==> src/rtl/fcs_check_par.sv <==
// fcs_check_par: parallel-beat Ethernet FCS (CRC-32) checker reporting pass/fail, frame length and runt.
// Optional macro FCS_STATS_EN adds saturating GOOD_CNT / BAD_CNT frame counters.
module fcs_check_par #(
    parameter int DATA_W  = 8,
    parameter int MIN_LEN = 64,
    parameter int LEN_W   = 16
) (
    input  logic                      CLK,
    input  logic                      RST,
    input  logic                      DATA_VALID,
    input  logic                      SOF,
    input  logic                      EOF,
    input  logic [$clog2(DATA_W/8):0] EOF_BYTES,
    input  logic [DATA_W-1:0]         DATA_IN,
    output logic                      FCS_VALID,
    output logic                      FCS_ERROR,
    output logic                      RUNT,
    output logic [LEN_W-1:0]          FRAME_LEN,
    output logic                      ABORT
`ifdef FCS_STATS_EN
    ,
    output logic [15:0]               GOOD_CNT,
    output logic [15:0]               BAD_CNT
`endif
);
    localparam int unsigned      NB      = DATA_W / 8;
    localparam int               EB_W    = $clog2(DATA_W / 8) + 1;
    localparam logic [31:0]      POLY    = 32'h04C11DB7;
    localparam logic [31:0]      RESIDUE = 32'hC704DD7B;
    localparam logic [LEN_W-1:0] LEN_MAX = '1;
    localparam logic [LEN_W:0]   LEN_MIN = (LEN_W + 1)'(MIN_LEN);
    localparam logic [LEN_W:0]   LEN_FCS = (LEN_W + 1)'(4);

    typedef enum logic {IDLE, FRAME} state_t;

    state_t           state, state_nxt;
    logic [31:0]      crc_q, crc_base, crc_nxt;
    logic [LEN_W-1:0] cnt_q, cnt_base, cnt_nxt;
    logic [LEN_W:0]   sum;
    logic [EB_W-1:0]  nbytes;
    logic             start, take, finish, abort_nxt;

    // Shift-left CRC-32, lanes in wire order, each byte LSB first; lanes >= n are skipped.
    function automatic logic [31:0] crc_bytes(input logic [31:0] c, input logic [DATA_W-1:0] d,
                                              input int unsigned n);
        logic [31:0] r;
        logic [7:0]  b;
        logic        fb;
        r = c;
        for (int unsigned l = 0; l < NB; l++) begin
            if (l < n) begin
                b = d[DATA_W-1-8*l -: 8];
                for (int unsigned i = 0; i < 8; i++) begin
                    fb = r[31] ^ b[i];
                    r  = {r[30:0], 1'b0} ^ (fb ? POLY : '0);
                end
            end
        end
        return r;
    endfunction

    always_ff @(posedge CLK or negedge RST) begin
        if (!RST) state <= IDLE;
        else      state <= state_nxt;
    end

    always_comb begin
        state_nxt = state;
        if (take) state_nxt = EOF ? IDLE : FRAME;
    end

    // A SOF beat always opens a fresh frame, so it also serves as the restart on abort.
    always_comb begin
        start     = DATA_VALID & SOF;
        take      = DATA_VALID & (SOF | (state == FRAME));
        finish    = take & EOF;
        abort_nxt = start & (state == FRAME);
        if (EOF && (EOF_BYTES != '0) && (EOF_BYTES <= EB_W'(NB))) nbytes = EOF_BYTES;
        else                                                    nbytes = EB_W'(NB);
        crc_base = start ? '1 : crc_q;
        cnt_base = start ? '0 : cnt_q;
        crc_nxt  = crc_bytes(crc_base, DATA_IN, 32'(nbytes));
        sum      = {1'b0, cnt_base} + (LEN_W + 1)'(nbytes);
        cnt_nxt  = sum[LEN_W] ? LEN_MAX : sum[LEN_W-1:0];
    end

    always_ff @(posedge CLK or negedge RST) begin
        if (!RST) begin
            crc_q     <= '1;
            cnt_q     <= '0;
            FCS_VALID <= 1'b0;
            FCS_ERROR <= 1'b0;
            RUNT      <= 1'b0;
            FRAME_LEN <= '0;
            ABORT     <= 1'b0;
        end else begin
            FCS_VALID <= finish;
            ABORT     <= abort_nxt;
            if (take) begin
                crc_q <= crc_nxt;
                cnt_q <= cnt_nxt;
            end
            if (finish) begin
                FCS_ERROR <= (crc_nxt != RESIDUE) || ({1'b0, cnt_nxt} < LEN_FCS);
                RUNT      <= {1'b0, cnt_nxt} < LEN_MIN;
                FRAME_LEN <= cnt_nxt;
            end
        end
    end

`ifdef FCS_STATS_EN
    always_ff @(posedge CLK or negedge RST) begin
        if (!RST) begin
            GOOD_CNT <= '0;
            BAD_CNT  <= '0;
        end else if (FCS_VALID) begin
            if (FCS_ERROR || RUNT) begin
                if (BAD_CNT != '1) BAD_CNT <= BAD_CNT + 16'd1;
            end else if (GOOD_CNT != '1) begin
                GOOD_CNT <= GOOD_CNT + 16'd1;
            end
        end
    end
`endif

endmodule

==> config.mk <==
export PLATFORM = sky130hd
export DESIGN_NAME = fcs_check_par
export DESIGN_NICKNAME = d
export VERILOG_FILES = /design/src/rtl/fcs_check_par.sv
export SDC_FILE = /design/constraint.sdc
export NUM_CORES = 1
export LEC_CHECK = 0
export BUFFER_PORTS_ARGS = -buffer_cell sky130_fd_sc_hd__buf_2
export CORE_MARGIN = 1
export CORE_UTILIZATION = 45
export CTS_CLUSTER_SIZE = 16
export DETAILED_ROUTE_END_ITERATION = 7
export GPL_TIMING_DRIVEN = 0
export HOLD_SLACK_MARGIN = 0.1
export SLEW_MARGIN = 25
export SYNTH_ARGS = -nofsm -noshare
export SYNTH_HDL_FRONTEND = slang
export SYNTH_SLANG_ARGS = --single-unit
==> constraint.sdc <==
create_clock -name CLK -period 2.62 [get_ports CLK]
set_input_delay 0.131 -clock CLK [delete_from_list [all_inputs] [get_ports CLK]]
set_output_delay 0.131 -clock CLK [all_outputs]
set_load 0.02 [all_outputs]
# Word-level counts from Yosys, hierarchy flattened
# Cells that the tools add are included.
# op_classes
reduce_logical,3
mul,0
mux,14
bitwise,21
div,0
eq_ne,1
add_sub_neg,1
magnitude_cmp,4
shift,0
# ops
operator,n
32-bit by 27-bit bitwise XOR with 32-bit output,8
27-bit 2-to-1 mux,8
32-bit 2-to-1 mux,2
16-bit 2-to-1 mux,2
32-bit != test (second input constant),1
16-bit by 1-bit adder with 17-bit output,1
16-bit by 3-bit less-than comparator with 1-bit output (second input constant),1
16-bit by 7-bit less-than comparator with 1-bit output (second input constant),1
1-bit bitwise XOR,8
1-bit bitwise AND,4
1-bit logical AND,2
1-bit 2-to-1 mux,2
1-bit less-or-equal comparator (second input constant),1
1-bit logical OR,1
1-bit less-than comparator (first input constant),1
1-bit bitwise OR,1
# totals
output_inout_bits,20
mem_bits_rw,0
latchBits,0
n_memories,0
regBits,69
romBits,0

# Depth between registers and ports, before layout
# Gate-level depths: netlist (run 1).
# logic_depth
depth_word,29
ltp_mapped,17

# Worst setup path before layout (run 1)
# Ideal clock, no wire load.
# synth_timing
path_type,input port to flip-flop
start,input DATA_VALID
end,register FCS_ERROR
setup_ps,66
t_arrival_ps,3302
path_stages,16
setup_slack_ps,-748
cell_sequence,buf_4 > nand2_1 > buf_2 > clkbuf_1 > and2_1 > ha_1 > ha_1 > clkbuf_1 > inv_1 > nor3_2 > nand2_1 > a21o_1 > a2111o_1 > or4_1 > o2111ai_1 > o32a_1
# synth_via
elab_chain_len,17
word_cells_on_any_way,35
# synth_lines
element,line_no,rtl
start: declaration,10,"input logic DATA_VALID,"
1-bit bitwise AND,74,start = DATA_VALID & SOF;
32-bit 2-to-1 mux,80,crc_base = start ? '1 : crc_q;
32-bit by 27-bit bitwise XOR with 32-bit output / 1-bit bitwise XOR (equally long branches),"55, 54",
1-bit bitwise XOR / 27-bit 2-to-1 mux (equally long branches),"54, 55",
27-bit 2-to-1 mux / 32-bit by 27-bit bitwise XOR with 32-bit output (equally long branches),55,"r = {r[30:0], 1'b0} ^ (fb ? POLY : '0);"
32-bit by 27-bit bitwise XOR with 32-bit output (5 in a row),55,
32-bit by 27-bit bitwise XOR with 32-bit output / 1-bit bitwise XOR (equally long branches),"55, 54",
1-bit bitwise XOR / 27-bit 2-to-1 mux (equally long branches),"54, 55",
27-bit 2-to-1 mux / 32-bit by 27-bit bitwise XOR with 32-bit output (equally long branches),55,
32-bit by 27-bit bitwise XOR with 32-bit output,55,
32-bit 2-to-1 mux,51,if (l < n) begin
32-bit != test,104,"FCS_ERROR <= (crc_nxt != RESIDUE) || ({1'b0, cnt_nxt} < LEN_FCS);"
1-bit logical OR,104,
end signal: assignment,104,
end: declaration,16,"output logic FCS_ERROR,"
# Parallel ways exist; a longest one is shown, timed or not.
# A chain may end at the register's enable or synchronous reset.

# Worst setup path after layout (run 1)
# layout_timing
start,register crc_q[29]
end,register FCS_ERROR
# layout_via
elab_chain_len,14
# layout_lines
element,line_no,rtl
start: declaration,37,"logic [31:0] crc_q, crc_base, crc_nxt;"
start signal: assignment,100,crc_q <= crc_nxt;
32-bit 2-to-1 mux (*),80,
32-bit by 27-bit bitwise XOR with 32-bit output (2 in a row),55,
1-bit bitwise XOR,54,fb = r[31] ^ b[i];
27-bit 2-to-1 mux,55,
32-bit by 27-bit bitwise XOR with 32-bit output (6 in a row),55,
32-bit 2-to-1 mux (*),51,
32-bit != test (*),104,
1-bit logical OR (*),104,
# Every way passes the cells marked *; elsewhere a longest branch is shown, timed or not.

==> results of run 1 <==
## how the worst max path moves through the flow
stage	slack, ns	startpoint	end
2_1_floorplan	-0.01	SOF	FCS_ERROR
3_3_place_gp	-0.77	SOF	FCS_ERROR
3_5_place_dp	-0.77	SOF	FCS_ERROR
4_1_cts	-0.07	crc_q[30]	FCS_ERROR
5_1_grt	-0.16	crc_q[29]	FCS_ERROR
6_report	-0.09	crc_q[29]	FCS_ERROR
## power by group
group	total (µW)	switching (µW)	internal [µW]
Sequential	1880	326	1560
Clock	1000	442	560
Combinational	6080	2920	3170
Total	8970	3680	5280
## registers in the layout, indices dropped and copies added (netlist names)
signal	flops
FCS_ERROR	1
RUNT	1
FRAME_LEN	16
cnt_q	16
state	1
ABORT	1
FCS_VALID	1
crc_q	32
## cells in the mapped netlist, drive strengths merged (5+ instances only)
cell    number  area share [%]
a21oi       17             1.9
and3         9             1.1
buf         18             1.9
clkbuf      20             1.5
dfrtp       37              19
dfstp       32              17
inv          5            0.38
mux2i        5             1.0
nand2       90             6.9
nand3       14             1.4
nand4        6            0.75
nor2        56             4.4
nor3         8             1.0
o21ai       69             6.9
or3          5            0.73
xnor2       74              15
xnor3        5             2.3
xor2        27             4.9
## layout make-up
cell class / instances / share of cell area [%]
flip-flops and latches: 69 / 28.09
inverters: 5 / 0.3780
clock inverters: 5 / 1.333
clock buffers: 10 / 2.189
repair buffers: 77 / 8.814
multi-input cells: 449 / 53.18
well taps: 140 / 2.786
plain buffers: 32 / 3.223
## layer usage
layer | vias up | routed length (µm)
li1 | 2059 | -
met1 | 2175 | 7001
met2 | 170 | 6799
met3 | 27 | 1037
met4 | 0 | 236
met5 | - | 0
## through the flow
stage | setup slack (ns) | utilization [%] | cell area (µm²) | hold slack [ns]
finish | -0.08800 | 58.27 | 6289 | 0.1150
global route | -0.1591 | 58.27 | 6289 | 0.1655
CTS | -0.06586 | 55.90 | 6033 | 0.1185
detailed placement | -0.7735 | 50.07 | 5404 | 0.1045
global placement | -0.7698 | 49.86 | 5381 | 0.4455
floorplan | -0.01117 | - | 5066 | -0.1646
## timing repair
item,4_1_cts,5_1_grt
pin swaps,23,20
resized for setup,29,31
hold buffers,1,0
buffers inserted,31,16
hold endpoints to repair,49,0
setup endpoints to repair,22,10
## kinds of logic after synthesis
kind of cell / Yosys count / synth area share [%]
buffers and inverters: 43 / 3.796
muxes: 6 / 1.232
and+or+nand+nor: 213 / 19.99
adders and majority gates: 2 / 0.5027
xor gates and xnor gates: 110 / 24.36
AOI/OAI and AO/OA: 117 / 14.56
DFF: 69 / 35.50
other: 1 / 0.07534
## worst max-delay path: stages (launching register included)
cell,delay (ns)
dfstp_2,0.59
xor2_2,0.20
nand2_1,0.21
xor2_4,0.22
buf_4,0.19
xnor2_1,0.22
nand4_1,0.20
a2111oi_4,0.23
nand4_1,0.17
o32a_1,0.35
==> metrics.md, run 1 <==
| Metric | Value |
|---|---|
| Final cell count without fillers | around 790 |
| Hold Crit Class | input pin to flop |
| Worst EP required | 2.87 ns |
| Drt via density | around 5.6 |
| FILL cells | a little over 900 |
| Final slew viol count | 0 |
| Post-synthesis cell type count | 66 |
| Chip Height | between 100 and 150 µm |
| Antenna violations before repair | 0 |
| M2 GR Usage | between 40% and 50% |
| Reg2reg setup slack | -0.09 ns |
| CTS Sinks | 69 |
| Synth warn | 0 |
| DIE WIDTH | ~110 µm |
| Cell area power density | roughly 1400 mW/mm² |
| DR WL/cell | ~19 µm |
| Final period utilization | 103.4% |
| Total Wirelength | around 15 mm |
| GR Util All Layers | between 20 and 30% |
| Cells after DPL | 730 |
| FF-to-FF Start | crc_q[29] |
| Post-synth EDFFs | 0 |
| Hold wc startpoint | EOF |
| Vias in the first global route | approximately 4,400 |
| Async SR Flop Fraction | 100.0% |
| Largest net degree at the start of global routing | 39 |
| Global-route wire length before repair | between 20 and 25 mm |
| Post-DP HPWL | 10.33 mm |
| Clk_skew | 0.007285 ns |
| Std-Cell Rows | 38 |
| Mapped Area | 0.004977 mm² |
| Leak Pwr | around 0.0027 µW |
| Max Cap Violations | 0 |
| Hold EP | RUNT |
| GRT met3 Usage | under 10% |
| Post-Synthesis Cells | 561 |
| Total gr overflow | 0 |
| # setup viols final | 1 |
| CTS Buf Count | 9 |
| Data arrival, critical path | just under 3 ns |
| Critical path capture point type | flop |
| Worst R2R Path Depth | 9 |
| Fraction of layout cells with a size suffix above 1 | about a third |
| Global-route met1 utilization | 40.49% |
| Tightest Pin Transition | between 0.7 and 0.8 ns |
| Register Area | roughly 0.0018 mm² |
| Ys flop type | dfrtp_1 |
| Mean Syn Cell Area | ~8.9 µm² |
| Total power | ~9000 µW |
| Critical path startpoint category | flop |
| Placer Congestion | about 0.89 |
| # H-tree levels | 3 |
| Max Clk Rate | 369.3 MHz |
| Run status | finished with violations |
| Total negative setup slack | -0.08800 ns |
| Skew-Pair Late Insertion Delay | ~0.36 ns |
| Rel. slew slack | 52.87% |
| Number of antenna diodes | 0 |
| Residual DRC | 0 |
| Routed vias | approximately 4,400 |
| CP Max Fanout | 3 |
| Total nets after synthesis | roughly 580 |
| Failing checks | negative setup slack |
| Synth-to-Final Area Change | 26.34% |
| Final Hold Fails | 0 |
| Sequential share of the synthesized area | 35.50% |
| Commonest non-fill, non-tap cells in the layout | 86 x nand2_1, 69 x o21ai_0, 61 x xnor2_1 |
| Initial DRC Count | roughly 440 |
| Setup Crit Path Kind | flop to flop |
| RR Endpoint | FCS_ERROR |
| Root buffer cell | clkbuf_8 |
| Worst-path clk slew | 0.08 ns |
| Most Used Layer, Global Route | met2 |
| Starting Density | about 46% |
| I/O Pins | 34 |
| # port buffers | 28 |
| # nets final | approximately 660 |
| Final ANT Viol Nets | 0 |
| RSZ-0062 raised after global routing | yes |
| Area of the multi-input gates | between 0.003 and 0.004 mm² |
| Final WS setup | -0.08800 ns |
| Hold Path Cell Cnt | 3 |
| VDD IR-drop max | between 0.8 and 0.9 mV |
| Core area | 0.01079 mm² |
| Clock period minus worst slack | around 2.7 ns |
| Flops & latches, synth | between 60 and 70 |
| Total Die Area | around 0.011 mm² |
| Commonest non-fill, non-tap cell in the layout | nand2_1 |
| Initial DRT Pass Iterations | 5 |
| CTS tree | done |
| Clk buf depth | 2 |
No activity file was read; power rests on OpenSTA's default activity.
==> run 2: changes to the inputs <==
--- a/config.mk
+++ b/config.mk
@@ -6,13 +6,16 @@
 export NUM_CORES = 1
 export LEC_CHECK = 0
 export BUFFER_PORTS_ARGS = -buffer_cell sky130_fd_sc_hd__buf_2
+export CELL_PAD_IN_SITES_DETAIL_PLACEMENT = 0
+export CELL_PAD_IN_SITES_GLOBAL_PLACEMENT = 2
 export CORE_MARGIN = 1
-export CORE_UTILIZATION = 45
+export CORE_UTILIZATION = 35
 export CTS_CLUSTER_SIZE = 16
 export DETAILED_ROUTE_END_ITERATION = 7
 export GPL_TIMING_DRIVEN = 0
 export HOLD_SLACK_MARGIN = 0.1
-export SLEW_MARGIN = 25
+export PLACE_DENSITY_LB_ADDON = 0.1
+export SLEW_MARGIN = 10
 export SYNTH_ARGS = -nofsm -noshare
 export SYNTH_HDL_FRONTEND = slang
 export SYNTH_SLANG_ARGS = --single-unit
==> run 2 against run 1 <==
Net effect: the run still ends with negative setup slack left; first-iteration DRC count fell by 47%; global-route usage down 4.3 points; register-to-register slack got worse by 0.06 ns; combinational power decreased by 7.9%; sequential power barely moved; flip-flop and latch count unchanged; setup slack worse by 0.062 ns; via count decreased by 2.9%; non-clock buffer count shrank 6; critical path type unchanged.
==> metrics.md, run 2 (same netlist as run 1, synthesis figures left out) <==
| Metric | Value |
|---|---|
| GRT met3 Usage | under 10% |
| # setup viols final | 1 |
| Most Used Layer, Global Route | met1 |
| Post-DP HPWL | between 10 and 15 mm |
| Final ANT Viol Nets | 0 |
| RR Endpoint | FCS_ERROR |
| Total Wirelength | 15.85 mm |
| Skew-Pair Late Insertion Delay | 0.35 ns |
| Vias in the first global route | about 4,100 |
| Top Registers | crc_q x32, FRAME_LEN x16, cnt_q x16 |
| Hold wc startpoint | EOF |
| Finished Core Util | a little under half |
| Placer Congestion | between 0.8 and 0.9 |
| Worst R2R Path Depth | 8 |
| Hold EP | RUNT |
| Final period utilization | 105.7% |
| Data arrival, critical path | approximately 3 ns |
| DIE WIDTH | around 120 µm |
| Worst EP required | ~2.9 ns |
| Commonest non-fill, non-tap cells in the layout | 85 x nand2_1, 68 x o21ai_0, 61 x xnor2_1 |
| # H-tree levels | 3 |
| Clock period minus worst slack | 2.770 ns |
| Global-route met1 utilization | a little over a third |
| Clk buf depth | 2 |
| CTS Buf Count | 9 |
| DR WL/cell | approximately 19 µm |
| Initial DRC Count | between 200 and 250 |
| Number of antenna diodes | 0 |
| Tightest Pin Transition | ~0.75 ns |
| Core area | 0.01388 mm² |
| CP Max Fanout | 5 |
| # nets final | between 600 and 700 |
| Critical path capture point type | flop |
| Net switching share of the total power | roughly 40% |
| VDD IR-drop max | about 0.65 mV |
| Final slew viol count | 0 |
| Clock network power share | 14.0% |
| FF-to-FF Start | crc_q[28] |
| Clk_skew | a little over 0.008 ns |
| Hold Path Cell Cnt | 3 |
| Residual DRC | 0 |
| Max reg flops | 32 |
| Antenna violations before repair | 0 |
| Initial DRT Pass Iterations | 5 |
| Combinational share of power | 64.4% |
| Setup Crit Path Kind | flop to flop |
| Commonest non-fill, non-tap cell in the layout | nand2_1 |
| Routed vias | between 4,000 and 5,000 |
| Switching Power | roughly 3600 µW |
| Std-Cell Rows | 43 |
| Cells after DPL | slightly below 800 |
| Worst-path clk slew | around 0.06 ns |
| GR Util All Layers | 23.30% |
| CTS tree | done |
| Leak Pwr | between 0.002 and 0.003 µW |
| # port buffers | 28 |
| Most flops, register | crc_q |
| Critical path startpoint category | flop |
| Cell area power density | ~1400 mW/mm² |
| Reg power frac | a little over a fifth |
| Chip Height | about 120 µm |
| Root buffer cell | clkbuf_16 |
| Synth-to-Final Area Change | 28.98% |
| Failing checks | negative setup slack |
| Reg2reg setup slack | -0.15 ns |
| Global-route wire length before repair | about 25 mm |
| Run status | finished with violations |
| Rel. slew slack | approximately half |
| Max Clk Rate | 361.0 MHz |
| Setup WS pre-CTS | -0.9711 ns |
| Total Die Area | between 0.01 and 0.015 mm² |
| I/O Pins | 34 |
| Final Hold Fails | 0 |
| Final cell count without fillers | between 800 and 900 |
| RSZ-0062 raised after global routing | yes |
| Final WS setup | -0.1500 ns |
| Drt via density | roughly 5.2 |
| Largest net degree at the start of global routing | between 40 and 50 |
| Int Pwr | 5147 µW |
| Area post-placement | between 0.005 and 0.006 mm² |
| M2 GR Usage | about a third |
| Fraction of layout cells with a size suffix above 1 | roughly 31% |
| Max Cap Violations | 0 |
| Starting Density | a little over a third |
| Hold Crit Class | input pin to flop |
| Final instance area | 0.006420 mm² |
| CTS Sinks | a little under 70 |
| Total gr overflow | 0 |
==> run 2: changes by cell type in the layout (fill, tap and decap cells not counted), sizes merged <==
| cell | delta |
|---|---|
| clkinv | +1 |
| buf | -10 |
| inv | -1 |
| clkbuf | +5 |
| bufinv | -1 |
==> run 2: area by class of cell <==
type                            count  area, µm²
Inverter                            5      23.77
Timing Repair Buffer               70      514.2
Sequential cell                    69       1767
Tap cell                          180      225.2
Fill cell                        1386       7461
Buffer                             33      225.2
Clock inverter                      4      50.05
Clock buffer                       11      232.7
Multi-Input combinational cell    449       3382
==> run 2: worst max path at each step <==
stage,startpoint,to,slack (ns),cells after the start
floorplan,SOF,FCS_ERROR,-0.01,15
global placement,DATA_VALID,FCS_ERROR,-1.0,18
detailed placement,SOF,FCS_ERROR,-0.97,15
CTS,crc_q[30],FCS_ERROR,-0.16,9
global route,crc_q[28],FCS_ERROR,-0.23,8
finish,crc_q[28],FCS_ERROR,-0.15,8
==> run 2: stage by stage <==
stage	setup TNS, ns	hold slack (ns)	power (µW)
final	-0.1500	0.1577	8700
after global routing	-0.2484	0.1817	9274
after CTS	-0.1648	0.1583	8403
after detailed placement	-16.81	0.09565	6301
after global placement	-17.45	0.4493	6282
after floorplan	-0.01117	-0.1646	5313
==> run 2: power by group through the flow <==
stage	registers, µW	logic [µW]	clock network, µW
after floorplan	1780	3530	0
after global placement	1830	4450	0
after detailed placement	1830	4470	0
after CTS	1880	5280	1240
after global routing	1920	6060	1290
final	1880	5600	1220
==> run 2: routing by layer <==
metal,vias up,part of all wire (%)
met4,0,1.7
met1,2119,51
met2,101,43
met5,-,0
li1,2063,-
met3,20,4.4
==> run 2: critical path, cell delays in order (launching register included) <==
cell     delay [ns]
dfstp_2        0.60
xor2_2         0.19
nand2_1        0.15
xor2_4         0.20
xor2_2         0.22
xnor3_1        0.46
nor3_2         0.19
nand4_1        0.22
o32a_1         0.42
==> run 2: what timing repair did <==
| action | 4_1_cts | 5_1_grt |
|---|---|---|
| pin swaps | 26 | 18 |
| buffers inserted | 32 | 9 |
| hold buffers | 1 | 0 |
| endpoints found under the hold margin | 31 | 0 |
| endpoints found under the setup margin | 24 | 15 |
| resized for setup | 36 | 30 |
